**src/rtl/kbd_player_pkg.sv**
```systemverilog
// Shared types, key map and direction-priority helper for the keyboard player controller.
package kbd_player_pkg;

  typedef enum logic [2:0] {
    NONE  = 3'd0,
    UP    = 3'd1,
    DOWN  = 3'd2,
    LEFT  = 3'd3,
    RIGHT = 3'd4
  } dir_t;

  typedef enum logic {
    F_IDLE = 1'b0,
    F_HOLD = 1'b1
  } fire_state_t;

  localparam logic [8:0] P1_UP    = 9'h175;
  localparam logic [8:0] P1_DOWN  = 9'h172;
  localparam logic [8:0] P1_LEFT  = 9'h16B;
  localparam logic [8:0] P1_RIGHT = 9'h174;
  localparam logic [8:0] P1_FIRE  = 9'h114;

  localparam logic [8:0] P2_UP    = 9'h01D;
  localparam logic [8:0] P2_DOWN  = 9'h01B;
  localparam logic [8:0] P2_LEFT  = 9'h01C;
  localparam logic [8:0] P2_RIGHT = 9'h023;
  localparam logic [8:0] P2_FIRE  = 9'h014;

  // Held vectors are ordered [0]=up [1]=down [2]=left [3]=right; the lowest set bit wins.
  function automatic dir_t prio_dir(input logic [3:0] held);
    prio_dir = NONE;
    for (int i = 3; i >= 0; i--) begin
      if (held[i]) prio_dir = dir_t'(3'(i + 1));
    end
  endfunction

endpackage

```
**src/rtl/kbd_player_track.sv**
```systemverilog
// One player's key tracking: held bits, last-pressed direction select and fire FSM.
// KBD_FIRE_AUTOREPEAT_EN adds a reload counter that repeats fire pulses while held.
module kbd_player_track
  import kbd_player_pkg::*;
#(
  parameter int unsigned FIRE_PERIOD = 5000000,
  parameter logic [8:0]  KEY_UP      = P1_UP,
  parameter logic [8:0]  KEY_DOWN    = P1_DOWN,
  parameter logic [8:0]  KEY_LEFT    = P1_LEFT,
  parameter logic [8:0]  KEY_RIGHT   = P1_RIGHT,
  parameter logic [8:0]  KEY_FIRE    = P1_FIRE
) (
  input  logic       clk,
  input  logic       resetN,
  input  logic [8:0] key_code,
  input  logic       make,
  input  logic       brake,
  output dir_t       dir,
  output logic       fire,
  output logic       held
);

  logic [3:0]  dir_held, dir_held_d;
  dir_t        cur_dir, cur_dir_d;
  fire_state_t fire_state;
  logic [3:0]  key_dir;
  logic        mk, bk, fire_mk, fire_bk, fire_hold_d;

  // Simultaneous make and brake is treated as no event.
  always_comb begin
    mk      = make & ~brake;
    bk      = brake & ~make;
    key_dir = {key_code == KEY_RIGHT, key_code == KEY_LEFT,
               key_code == KEY_DOWN,  key_code == KEY_UP};
    fire_mk = mk & (key_code == KEY_FIRE);
    fire_bk = bk & (key_code == KEY_FIRE);
  end

  always_comb begin
    dir_held_d = dir_held;
    cur_dir_d  = cur_dir;
    if (mk && ((key_dir & ~dir_held) != 4'b0)) begin
      dir_held_d = dir_held | key_dir;
      cur_dir_d  = prio_dir(key_dir);
    end else if (bk && ((key_dir & dir_held) != 4'b0)) begin
      dir_held_d = dir_held & ~key_dir;
      if (prio_dir(key_dir) == cur_dir) cur_dir_d = prio_dir(dir_held & ~key_dir);
    end
    fire_hold_d = (fire_state == F_IDLE) ? fire_mk : ~fire_bk;
  end

  always_ff @(posedge clk or negedge resetN) begin
    if (!resetN) begin
      dir_held <= 4'b0;
      cur_dir  <= NONE;
      held     <= 1'b0;
    end else begin
      dir_held <= dir_held_d;
      cur_dir  <= cur_dir_d;
      held     <= (|dir_held_d) | fire_hold_d;
    end
  end

  assign dir = cur_dir;

`ifdef KBD_FIRE_AUTOREPEAT_EN
  localparam logic [23:0] RELOAD = 24'(FIRE_PERIOD - 1);
  logic [23:0] fire_cnt;

  always_ff @(posedge clk or negedge resetN) begin
    if (!resetN) begin
      fire_state <= F_IDLE;
      fire_cnt   <= 24'd0;
      fire       <= 1'b0;
    end else begin
      fire <= 1'b0;
      unique case (fire_state)
        F_IDLE: begin
          if (fire_mk) begin
            fire_state <= F_HOLD;
            fire_cnt   <= RELOAD;
            fire       <= 1'b1;
          end
        end
        F_HOLD: begin
          if (fire_bk) begin
            fire_state <= F_IDLE;
            fire_cnt   <= 24'd0;
          end else if (fire_cnt == 24'd0) begin
            fire     <= 1'b1;
            fire_cnt <= RELOAD;
          end else begin
            fire_cnt <= fire_cnt - 24'd1;
          end
        end
        default: fire_state <= F_IDLE;
      endcase
    end
  end
`else
  always_ff @(posedge clk or negedge resetN) begin
    if (!resetN) begin
      fire_state <= F_IDLE;
      fire       <= 1'b0;
    end else begin
      fire <= 1'b0;
      unique case (fire_state)
        F_IDLE: begin
          if (fire_mk) begin
            fire_state <= F_HOLD;
            fire       <= 1'b1;
          end
        end
        F_HOLD: if (fire_bk) fire_state <= F_IDLE;
        default: fire_state <= F_IDLE;
      endcase
    end
  end
`endif

endmodule

```
**src/rtl/kbd_player_ctrl.sv**
```systemverilog
// Two-player keyboard controller: decodes make/brake events into per-player direction and fire.
// Optional fire auto-repeat is enabled with KBD_FIRE_AUTOREPEAT_EN.
module kbd_player_ctrl
  import kbd_player_pkg::*;
#(
  parameter int unsigned FIRE_PERIOD = 5000000
) (
  input  logic       clk,
  input  logic       resetN,
  input  logic [8:0] keyCode,
  input  logic       make,
  input  logic       brake,
  output logic [2:0] p1_dir,
  output logic [2:0] p2_dir,
  output logic       p1_fire,
  output logic       p2_fire,
  output logic       any_held
);

  dir_t p1_dir_e, p2_dir_e;
  logic p1_held, p2_held;

  kbd_player_track #(
    .FIRE_PERIOD(FIRE_PERIOD),
    .KEY_UP     (P1_UP),
    .KEY_DOWN   (P1_DOWN),
    .KEY_LEFT   (P1_LEFT),
    .KEY_RIGHT  (P1_RIGHT),
    .KEY_FIRE   (P1_FIRE)
  ) u_p1 (
    .clk     (clk),
    .resetN  (resetN),
    .key_code(keyCode),
    .make    (make),
    .brake   (brake),
    .dir     (p1_dir_e),
    .fire    (p1_fire),
    .held    (p1_held)
  );

  kbd_player_track #(
    .FIRE_PERIOD(FIRE_PERIOD),
    .KEY_UP     (P2_UP),
    .KEY_DOWN   (P2_DOWN),
    .KEY_LEFT   (P2_LEFT),
    .KEY_RIGHT  (P2_RIGHT),
    .KEY_FIRE   (P2_FIRE)
  ) u_p2 (
    .clk     (clk),
    .resetN  (resetN),
    .key_code(keyCode),
    .make    (make),
    .brake   (brake),
    .dir     (p2_dir_e),
    .fire    (p2_fire),
    .held    (p2_held)
  );

  assign p1_dir   = p1_dir_e;
  assign p2_dir   = p2_dir_e;
  assign any_held = p1_held | p2_held;

endmodule

```
**config.mk**
```make
export PLATFORM = sky130hd
export DESIGN_NAME = kbd_player_ctrl
export DESIGN_NICKNAME = d
export VERILOG_FILES = /design/src/rtl/kbd_player_pkg.sv /design/src/rtl/kbd_player_track.sv /design/src/rtl/kbd_player_ctrl.sv
export SDC_FILE = /design/constraint.sdc
export NUM_CORES = 1
export LEC_CHECK = 0
export CAP_MARGIN = 20
export CORE_UTILIZATION = 51
export CTS_CLUSTER_DIAMETER = 30
export DETAILED_ROUTE_END_ITERATION = 8
export GPL_TIMING_DRIVEN = 0
export PLACE_DENSITY = 0.75
export REMOVE_ABC_BUFFERS = 1
export SLEW_MARGIN = 20
export SYNTH_ARGS = -nofsm -noshare
export SYNTH_HDL_FRONTEND = slang
export SYNTH_SLANG_ARGS = --single-unit
```
**constraint.sdc**
```tcl
create_clock -name clk -period 2.02 [get_ports clk]
set_input_delay 0.303 -clock clk [delete_from_list [all_inputs] [get_ports clk]]
set_output_delay 0.303 -clock clk [all_outputs]
set_load 0.05 [all_outputs]
```
==> impl_metrics.toml, run 1 <==
[run_status]
outcome = "finished, violations left"
violations = "design-rule violations, negative setup slack"

[cts]
clk_latency_ps = 310
cts.clk_slew.worst_paths_ps = 120
ctsHoldBuffers = 0
htree_levels = 1
clock-sinks = 20
clock-root-buffer = "clkbuf_4"
tritoncts = "yes"
cts-buffers-inserted = 3
cts.path.max_buffers = 2

[floorplan]
coreArea_mm2 = 0.002829
die_w_um = 57.34
dieArea_mm2 = 0.003287
rows = 19
initial_utilization_pct = 55.20
io_pins = 22
die_h_um = 57.34

[pwr]
finalPower_uw = 914.7
switching_share_pct = 27.41
p_comb_share_pct = 17.4
p_per_area_mw_per_mm2 = 455.8
seqPwrFrac_pct = 45.1
clkPwrFrac_pct = 37.5
p_int_uw = 664.0
switching_power_uw = 250.7
ir_worst_vdd_mv = 0.4248
p_leak_nw = 0.8184

[global_routing]
grt_max_degree = 21
grt_first_pass_wirelength_um = 6996
grt_pass1_vias = 1605
antenna_found_initial = 0
grt.overflow.total = 0
track_usage_pct = 27.84

[placement]
io_buffer_count = 21
hpwl_um = 2929
gp_congestion = 0.8931
place_area_mm2 = 0.001759

[drt]
wl_per_cell_um = 18.94
vias = 1643
vias_per_cell = 6.734
ant_nets = 0
routed_wirelength_um = 4621
drtIter0Drc = 70
drc = 1
dr.pass1.iters = 7

[worst_hold_path]
min-delay-path-class = "input port to flip-flop"
hold_depth = 3
hold_end = "u_p1.fire$_DFF_PN0_"
hold_start = "keyCode[8]"

[worst_setup_path]
reg2reg_from = "u_p2.dir_held[0]$_DFF_PN0_"
worstSetupPathType = "flip-flop to flip-flop"
worstReg2RegEnd = "u_p2.held$_DFF_PN0_"
cp.arrival_ps = 2240
start_kind = "flip-flop"
endpoint_kind = "flip-flop"
reg2regPathDepth = 7
worst-path-max-fanout = 4
r2r_slack_ps = -30
cp.required_ps = 2210

[sta]
hold_viol = 0
fmax_mhz = 487.1
hold-worst-slack_ps = 421.1
fin_worst_skew_ps = 12.93
setup_ws_ps = -32.86
slew_violations = 0
fin_crit_sh_pct = 101.6
worstMarginPinSlew_ps = 945.8
finalSetupViolations = 1
slew_headroom_pct = 36.75
period_needed_ps = 2053

[synth]
synth_cells = 178
syn_area_mm2 = 0.001561
yosysWarnings = 0
ys_seq_area_share_pct = 32.05
synth_edf_count = 0
synthArstFlopShare_pct = 100.0
synth_seq_cells = 20
syn_avg_cell_area_um2 = 8.772
synthDistinctLibCells = 62
synth_ff_type = "dfrtp_1"

[cells_and_area]
fin_util_pct = 70.94
nFillCells = 222
drive_gt1_share_pct = 26.76
fin_area_mm2 = 0.002007
insertedDiodeCount = 0
nets = 227
areaGrowthSynthToFinish_pct = 28.53

[flow_run]
cap_viol_max_count = 0
-- kinds of logic after synthesis --
family / synth area share (%)
AO/OA/AOI/OAI: 25.64
buffers and inverters: 5.208
multiplexers: 1.923
AND/OR/NAND/NOR: 33.50
XOR/XNOR: 1.683
flip-flops: 32.05
-- Yosys cell counts (2+ instances only) --
| cell | instances | share of area, % |
|---|---|---|
| nor3_1 | 8 | 2.6 |
| inv_1 | 8 | 1.9 |
| o211ai_1 | 3 | 1.4 |
| nand3_2 | 2 | 1.3 |
| a22oi_1 | 5 | 2.4 |
| nand4b_1 | 2 | 1.1 |
| nand3_1 | 7 | 2.2 |
| nor2_1 | 10 | 2.4 |
| dfrtp_1 | 20 | 32 |
| o31a_1 | 2 | 1.1 |
| o22ai_1 | 5 | 2.0 |
| nor2b_1 | 2 | 0.80 |
| o211a_1 | 2 | 1.3 |
| o21a_1 | 3 | 1.4 |
| and4b_1 | 2 | 1.3 |
| and3b_1 | 2 | 1.1 |
| o2111ai_1 | 2 | 1.1 |
| or4_1 | 2 | 0.96 |
| o21ai_0 | 10 | 3.2 |
| and3_1 | 3 | 1.2 |
| nand2_1 | 11 | 2.6 |
| nor4b_1 | 2 | 1.1 |
| mux2i_1 | 3 | 1.9 |
| xor2_1 | 2 | 1.1 |
| clkbuf_1 | 6 | 1.4 |
| nand4_1 | 10 | 4.0 |
| a21oi_1 | 9 | 2.9 |
-- power groups by stage --
stage | Clock [mW] | Sequential (mW) | Combinational [mW]
2_1_floorplan | 0 | 0.437 | 0.0506
3_3_place_gp | 0 | 0.419 | 0.143
3_5_place_dp | 0 | 0.420 | 0.147
4_1_cts | 0.342 | 0.413 | 0.158
5_1_grt | 0.354 | 0.414 | 0.171
6_report | 0.343 | 0.413 | 0.159
-- cell type report --
type                    count  area, um^2  area share [%]
inverters                   8       30.03           1.496
clock buffers               3       22.52           1.122
well taps                  31       38.79           1.933
clock inverters             1       30.03           1.496
repair buffers             40       319.1           15.90
multi-input cells         141        1066           53.12
flip-flops and latches     20       500.5           24.94
-- layer usage --
layer	vias to the layer above	routed length [um]	global-route usage, %	share of wire [%]
met5	-	0	0	0
met4	0	88	11.85	1.9
met3	9	125	3.401	2.7
met2	45	2525	51.76	55
met1	813	1881	31.99	41
li1	776	-	-	-
-- state kept, by name, indices dropped and copies added (netlist names) --
name             flops
u_p2.fire            1
u_p1.fire            1
u_p2.fire_state      1
u_p2.held            1
u_p1.held            1
u_p1.dir             3
u_p1.fire_state      1
u_p2.dir_held        4
u_p2.dir             3
u_p1.dir_held        4
-- worst max-delay path: stages (launching register included) --
cell     delay, ps
dfrtp_1        450
buf_4          150
inv_1           70
a22oi_1        290
o22ai_1        180
a21oi_1        170
o22ai_1        120
or4_1          510
-- cell usage in the layout (no fill, tap or decap), drive strengths merged, types with 2 or more instances in the layout --
cell            n
a21oi           9
mux2i           3
inv             8
o21ai          11
or4             2
and4bb          2
nand4          10
and3            3
nor4b           4
and3b           2
buf            24
nand4b          2
nor3            8
o22ai           5
a211oi          2
a311oi          2
a22oi           5
nand3           9
o31a            2
and4b           3
nor2b           2
nor2           10
xor2            2
nand2          11
dfrtp          20
clkbuf          6
or3b            2
clkdlybuf4s50  11
o211a           2
o2111ai         2
o21a            3
o211ai          3
-- worst max path at each step --
stage               slack [ps]                      end                        from  depth (start not counted)
floorplan                  100  u_p1.dir[0]$_DFFE_PN0P_     u_p1.dir[0]$_DFFE_PN0P_                          6
global placement          -830  u_p1.dir[0]$_DFFE_PN0P_                  keyCode[0]                          7
detailed placement        -910  u_p1.dir[0]$_DFFE_PN0P_                  keyCode[0]                          7
global route              -120      u_p2.held$_DFF_PN0_  u_p2.dir_held[0]$_DFF_PN0_                          7
CTS                         20  u_p1.dir[1]$_DFFE_PN0P_                  keyCode[8]                          7
finish                     -30      u_p2.held$_DFF_PN0_  u_p2.dir_held[0]$_DFF_PN0_                          7
-- per-stage QoR --
stage               TNS (ps)  cells  worst slack, ps
detailed placement     -8756    220           -908.8
global placement       -7549    220           -830.9
floorplan                  0    168            95.83
global route          -238.0    244           -117.4
finish                -32.86    244           -32.86
CTS                        0    235            17.24
-- repair_timing --
action                     4_1_cts  5_1_grt
cloned                           1        0
setup endpoints to repair       11        8
buffers inserted                10        9
gates resized for setup         40       18
pin swaps                        9        8
No activity file was read; power rests on OpenSTA's default activity.
==> run 2, diff against run 1 <==
CTS_CLUSTER_DIAMETER = unset   (was 30)
==> results of run 2 <==
No change in the layout: final DEF, timing and power equal those of run 1.
